<file path="config.mk">
export PLATFORM = sky130hd
export DESIGN_NAME = matmul_ctrl
export DESIGN_NICKNAME = d
export VERILOG_FILES = /design/src/rtl/matmul_pkg.sv /design/src/rtl/matmul_mac.sv /design/src/rtl/matmul_ctrl.sv
export SDC_FILE = /design/constraint.sdc
export NUM_CORES = 2
export LEC_CHECK = 0
export CORE_MARGIN = 5
export CORE_UTILIZATION = 50
export DETAILED_ROUTE_END_ITERATION = 10
export GPL_TIMING_DRIVEN = 0
export MAX_ROUTING_LAYER = met4
export PLACE_DENSITY = 0.68
export SLEW_MARGIN = 0
export SYNTH_ARGS = -nofsm -noshare
export SYNTH_HDL_FRONTEND = slang
export SYNTH_SLANG_ARGS = --single-unit
</file>
<file path="constraint.sdc">
create_clock -name pclk -period 15.3 [get_ports pclk]
set_clock_uncertainty 0.1 [all_clocks]
set_input_delay 3.06 -clock pclk [delete_from_list [all_inputs] [get_ports pclk]]
set_output_delay 3.06 -clock pclk [all_outputs]
set_load 0.01 [all_outputs]
</file>
<file path="src/rtl/matmul_pkg.sv">
// Shared widths and sequencer state encoding for the matrix-multiply controller.
package matmul_pkg;

    localparam int MM_DW = 32;
    localparam int MM_OW = 16;
    localparam int MM_AW = 16;

    typedef enum logic [2:0] {
        IDLE   = 3'd0,
        RD_A   = 3'd1,
        WAIT_A = 3'd2,
        RD_B   = 3'd3,
        WAIT_B = 3'd4,
        MAC    = 3'd5,
        WR_C   = 3'd6,
        DONE   = 3'd7
    } matmul_state_t;

endpackage

</file>
<file path="src/rtl/matmul_mac.sv">
// Operand capture registers plus a single multiply-accumulate stage.
module matmul_mac #(
    parameter int DW = 32,
    parameter int OW = 16
) (
    input  logic          clk,
    input  logic          rst,
    input  logic          clr,
    input  logic          a_en,
    input  logic          b_en,
    input  logic          mac_en,
    input  logic [DW-1:0] rdata,
    output logic [DW-1:0] acc
);

    logic [OW-1:0]   a;
    logic [OW-1:0]   b;
    logic [2*OW-1:0] prod;
    logic            unused_rdata;

    // Operands are unsigned; upper read-word bits carry no meaning here.
    assign prod         = {{OW{1'b0}}, a} * {{OW{1'b0}}, b};
    assign unused_rdata = ^rdata[DW-1:OW];

    always_ff @(posedge clk or posedge rst) begin
        if (rst) begin
            a   <= '0;
            b   <= '0;
            acc <= '0;
        end else begin
            if (a_en) a <= rdata[OW-1:0];
            if (b_en) b <= rdata[OW-1:0];
            if (clr)
                acc <= '0;
            else if (mac_en)
                acc <= acc + DW'(prod);
        end
    end

endmodule

</file>
<file path="src/rtl/matmul_ctrl.sv">
// Sequencer computing C = A x B through a single-port word-addressed memory,
// one access at a time, pulsing end_o when the last C element is written.
module matmul_ctrl
    import matmul_pkg::*;
#(
    parameter int DW = MM_DW,
    parameter int OW = MM_OW,
    parameter int AW = MM_AW
) (
    input  logic          pclk,
    input  logic          preset,
    input  logic [AW-1:0] matrix_a_addr_i,
    input  logic [AW-1:0] matrix_b_addr_i,
    input  logic [AW-1:0] matrix_c_addr_i,
    input  logic [15:0]   m_i,
    input  logic [15:0]   n_i,
    input  logic [15:0]   p_i,
    input  logic          start_i,
    output logic          end_o,
    output logic          busy_o,
    output logic          mem_req_o,
    output logic          mem_we_o,
    output logic [AW-1:0] mem_addr_o,
    output logic [DW-1:0] mem_wdata_o,
    input  logic          mem_gnt_i,
    input  logic          mem_rvalid_i,
    input  logic [DW-1:0] mem_rdata_i
);

    matmul_state_t state, nxt;
    logic          start_q;
    logic [AW-1:0] a_base, b_base, c_base;
    logic [15:0]   m_q, n_q, p_q;
    logic [15:0]   i, j, k;
    logic [DW-1:0] acc;
    logic          launch, zero_dim;
    logic          i_last, j_last, k_last, wr_done;
    logic [31:0]   a_lin, b_lin, c_lin;
    logic          unused_lin;

    assign launch   = (state == IDLE) && start_i && !start_q;
    assign zero_dim = (m_i == 16'd0) || (n_i == 16'd0) || (p_i == 16'd0);
    assign i_last   = (i == m_q - 16'd1);
    assign j_last   = (j == p_q - 16'd1);
    assign k_last   = (k == n_q - 16'd1);
    assign wr_done  = (state == WR_C) && mem_gnt_i;

    always_comb begin
        nxt = state;
        case (state)
            IDLE:    if (launch) nxt = zero_dim ? DONE : RD_A;
            RD_A:    if (mem_gnt_i) nxt = WAIT_A;
            WAIT_A:  if (mem_rvalid_i) nxt = RD_B;
            RD_B:    if (mem_gnt_i) nxt = WAIT_B;
            WAIT_B:  if (mem_rvalid_i) nxt = MAC;
            MAC:     nxt = k_last ? WR_C : RD_A;
            WR_C:    if (mem_gnt_i) nxt = (i_last && j_last) ? DONE : RD_A;
            DONE:    nxt = IDLE;
            default: nxt = IDLE;
        endcase
    end

    always_ff @(posedge pclk or posedge preset) begin
        if (preset) begin
            state   <= IDLE;
            start_q <= 1'b0;
            a_base  <= '0;
            b_base  <= '0;
            c_base  <= '0;
            m_q     <= '0;
            n_q     <= '0;
            p_q     <= '0;
            i       <= '0;
            j       <= '0;
            k       <= '0;
        end else begin
            state   <= nxt;
            start_q <= start_i;
            if (launch) begin
                a_base <= matrix_a_addr_i;
                b_base <= matrix_b_addr_i;
                c_base <= matrix_c_addr_i;
                m_q    <= m_i;
                n_q    <= n_i;
                p_q    <= p_i;
                i      <= '0;
                j      <= '0;
                k      <= '0;
            end else if (state == MAC && !k_last) begin
                k <= k + 16'd1;
            end else if (wr_done) begin
                k <= '0;
                if (j_last) begin
                    j <= '0;
                    i <= i + 16'd1;
                end else begin
                    j <= j + 16'd1;
                end
            end
        end
    end

    // Address math is done at 32 bits and truncated, so bases wrap mod 2^AW.
    assign a_lin      = 32'(a_base) + 32'(i) * 32'(n_q) + 32'(k);
    assign b_lin      = 32'(b_base) + 32'(k) * 32'(p_q) + 32'(j);
    assign c_lin      = 32'(c_base) + 32'(i) * 32'(p_q) + 32'(j);
    assign unused_lin = ^{a_lin[31:AW], b_lin[31:AW], c_lin[31:AW]};

    always_comb begin
        mem_addr_o = '0;
        case (state)
            RD_A:    mem_addr_o = a_lin[AW-1:0];
            RD_B:    mem_addr_o = b_lin[AW-1:0];
            WR_C:    mem_addr_o = c_lin[AW-1:0];
            default: mem_addr_o = '0;
        endcase
    end

    assign mem_req_o   = (state == RD_A) || (state == RD_B) || (state == WR_C);
    assign mem_we_o    = (state == WR_C);
    assign mem_wdata_o = (state == WR_C) ? acc : '0;
    assign end_o       = (state == DONE);
    assign busy_o      = (state != IDLE);

    matmul_mac #(
        .DW(DW),
        .OW(OW)
    ) u_mac (
        .clk   (pclk),
        .rst   (preset),
        .clr   (launch || wr_done),
        .a_en  ((state == WAIT_A) && mem_rvalid_i),
        .b_en  ((state == WAIT_B) && mem_rvalid_i),
        .mac_en(state == MAC),
        .rdata (mem_rdata_i),
        .acc   (acc)
    );

endmodule

</file>
==> flow_summary.yaml <==
min_path:
  hp-start: "u_mac.acc[11]$_DFFE_PP0P_"
  worstHoldPathCells: 2
  hold_end: "u_mac.acc[11]$_DFFE_PP0P_"
  min-delay-path-class: "reg2reg"
grt:
  grt-ovfl-total: 0
  grt_max_degree: 101
  grt_pass1_wl_um: 164000
  grt_pass1_vias: 27377
  antenna_found_initial: 4
  grt_usage_pct: 29.9
place:
  port_buffers: 168
  place_area_um2: 37100
  hpwl_um: 87600
  gp_congestion: 1.01
  dp.cells: 5014
floorplan:
  rows: 96
  die_width_um: 272
  fp.dieH_um: 272
  start_util_pct: 50.2
  pin_count: 185
  fp.dieArea_um2: 73800
  core-area_um2: 68200
worst_setup_path:
  critPathTopFamily: "adder cells"
  slowest_stage: "clkbuf_1"
  reg2reg_depth: 24
  cp_cell_sequence: "clkbuf_1, clkbuf_1, inv_1, nor2_1, fa_1, fa_1, ha_1, fa_1, inv_1, fa_1, fa_1, inv_1, ha_1, a2111oi_0, nor3_1, a2111oi_0, o21bai_1, a21oi_1, xnor2_1, o221ai_1, clkdlybuf4s50_1"
  critical_path_class: "reg2out"
  rrSetupSlack_ns: 7.63
  cp_common_cell: "fa_1"
  cp_data_arrival_time_ns: 8.91
  rr_startpoint: "u_mac.b[9]$_DFFE_PP0P_"
  path_buf_inv: 6
  crit_required_ns: 12.14
  critPathLaunchType: "register"
  max_stage_delay_ns: 0.73
  critPathCaptureType: "primary output"
  worst-path-max-fanout: 10
  worstReg2RegEnd: "u_mac.acc[26]$_DFFE_PP0P_"
synthesis:
  ys_seq_elements: 212
  syn-num-nets: 4902
  synthDistinctLibCells: 75
  syn_avg_cell_area_um2: 8.64
  netlist_area_um2: 34200
  async_flop_share_pct: 100
  synth_edf_count: 0
  synthFlopType: "dfrtp_1"
  netlist_instances: 3962
  yosys_warnings: 0
  yosysSeqAreaShare_pct: 15.5
timing:
  rsz0062_at_grt: "false"
  slew_headroom_pct: 6.60
  hold_viol_final: 0
  setup_viol: 0
  period_needed_ns: 12.07
  finalSetupTns_ns: 0
  slew_violations: 0
  fmax_mhz: 82.9
  post-route-period-util_pct: 78.9
  worst_slew_pin_slew_ns: 1.40
cells_and_area:
  nets: 5103
  drive_gt1_share_pct: 2.75
  final_area_um2: 38200
  syn_to_final_growth_pct: 11.6
  fillers: 6288
  final_cells: 5074
detailed_routing:
  wl_per_cell_um: 21.1
  via_per_inst: 5.48
  drc: 0
  wirelength_um: 107000
  drtIter0Drc: 2459
  ant_nets: 0
  dr_total_vias: 27789
  firstDrtPassIters: 6
clocking:
  postCtsResizedCells: 0
  clkLatencyLatePin_ns: 0.62
  clock_sinks: 212
  htree_levels: 1
  clk_pin_slew_worst_paths_ns: 0.06
  ctsHoldBuffers: 0
  cts_buffer_depth: 3
  postCtsSetupBuffers: 0
  cts_buffers: 29
  cts_tree: "yes"
  cts_root_buf: "clkbuf_16"
status:
  status: "finished clean"
run:
  max_cap_viol_count: 0
-- cell families (layout without fill, tap and decap cells) --
kind of cell               count (synthesis)  in the layout  share of synthesized area (%)
DFF                                      212            212                           15.5
AOI/OAI and AO/OA                        326            326                           6.04
buffers and inverters                   1031           1253                           11.3
and+or+nand+nor                         1307           1307                           18.2
other                                      0              8                              0
adders and majority gates                807            807                           41.5
muxes                                     45             45                           1.44
xor gates and xnor gates                 234            234                           5.99
-- worst register-to-register path, delay by kind of cell, from the launching register on --
kind | cells | cell delay, ns
buf+inv | 7 | 1.24
fa+ha+maj | 7 | 3.35
xor+xnor | 1 | 0.16
flops | 1 | 0.32
compound gates | 5 | 1.52
simple gates | 4 | 0.90
-- placed cells by master (no fill, tap or decap), types with 66 or more instances in the layout --
cell,synthesis,routed
nor2_1,115,115
xnor2_1,168,168
inv_1,833,832
fa_1,549,549
and2_1,321,321
xor2_1,66,66
clkdlybuf4s50_1,0,168
ha_1,258,258
o21ai_0,125,125
clkbuf_1,185,185
nand2_1,662,662
dfrtp_1,212,212
-- final cells by class --
cell class	instances	area, µm²	area share (%)
Multi-Input combinational cell	2719	25000	65.6
Sequential cell	212	5310	13.9
Inverter	833	3130	8.21
Timing Repair Buffer	170	1740	4.55
Tap cell	882	1100	2.89
Clock buffer	38	850	2.22
Buffer	198	756	1.98
Clock inverter	14	234	0.613
Antenna cell	8	20.0	0.0524
-- flip-flops by register name (all words and copies together), names as in the netlist --
name and count:
a_base 16, start_q 1, u_mac.acc 32, b_base 16, u_mac.a 16, k 16, n_q 16, m_q 16
u_mac.b 16, i 16, j 16, c_base 16, state 3, p_q 16
-- worst max path at each step --
stage                       start                    end  slack (ns)  depth (start not counted)
2_1_floorplan  p_q[2]$_DFFE_PP0P_         mem_addr_o[15]        6.27                         23
3_3_place_gp               preset  b_base[2]$_DFFE_PP0P_        2.94                          2
3_5_place_dp     i[6]$_DFFE_PP0P_         mem_addr_o[15]        4.12                         21
4_1_cts          i[6]$_DFFE_PP0P_         mem_addr_o[15]        3.47                         21
5_1_grt          i[6]$_DFFE_PP0P_         mem_addr_o[15]        3.06                         21
6_report         i[6]$_DFFE_PP0P_         mem_addr_o[15]        3.23                         21
-- per-layer routing --
layer | share of wire [%] | wire, µm | GRT usage, % | vias up
met1 | 42 | 44900 | 41.6 | 13972
li1 | - | - | - | 12384
met2 | 45 | 48100 | 45.5 | 1239
met3 | 9.8 | 10500 | 5.54 | 194
met4 | 3.5 | 3740 | 8.07 | 0
met5 | 0 | 0 | - | -
-- cells in the mapped netlist (4+ instances only) --
cell type / instances / area, µm²
o21a_1: 10 / 75.1
xnor2_1: 168 / 1470
o31ai_1: 16 / 120
nand2b_1: 13 / 81.3
o21bai_1: 9 / 67.6
a21o_1: 17 / 128
and2_1: 321 / 2010
and3_1: 20 / 125
nand2_1: 662 / 2480
o22ai_1: 7 / 43.8
mux2_2: 34 / 383
nor4_1: 33 / 206
ha_1: 258 / 3230
or3_1: 10 / 62.6
nor3_1: 23 / 115
xor2_1: 66 / 578
o21ai_0: 125 / 626
fa_1: 549 / 11000
nor2b_1: 11 / 68.8
buf_1: 8 / 30.0
clkbuf_1: 185 / 694
a311oi_1: 4 / 35.0
buf_2: 4 / 20.0
nor3b_1: 4 / 30.0
inv_1: 833 / 3130
a21oi_1: 61 / 305
nand3b_1: 5 / 37.5
a31oi_1: 11 / 68.8
o221ai_1: 5 / 43.8
mux2i_1: 11 / 110
dfrtp_1: 212 / 5310
a2111oi_0: 4 / 35.0
or2_2: 8 / 50.1
nand4_1: 13 / 81.3
a211oi_1: 6 / 45.0
a22o_1: 7 / 61.3
nor2_1: 115 / 432
o41ai_1: 6 / 52.6
o211ai_1: 9 / 67.6
nand3_1: 51 / 255
-- stage by stage --
step	setup WS, ns	util [%]	hold WS (ns)
CTS	3.47	55.9	0.387
floorplan	6.27	-	0.349
finish	3.23	56.0	0.390
detailed placement	4.12	54.3	0.373
global route	3.06	55.9	0.409
global placement	2.94	54.3	0.364
Power is left out: the tool's default activity adds up to more than one toggle a clock period on the data nets, which glitch-free logic cannot reach.
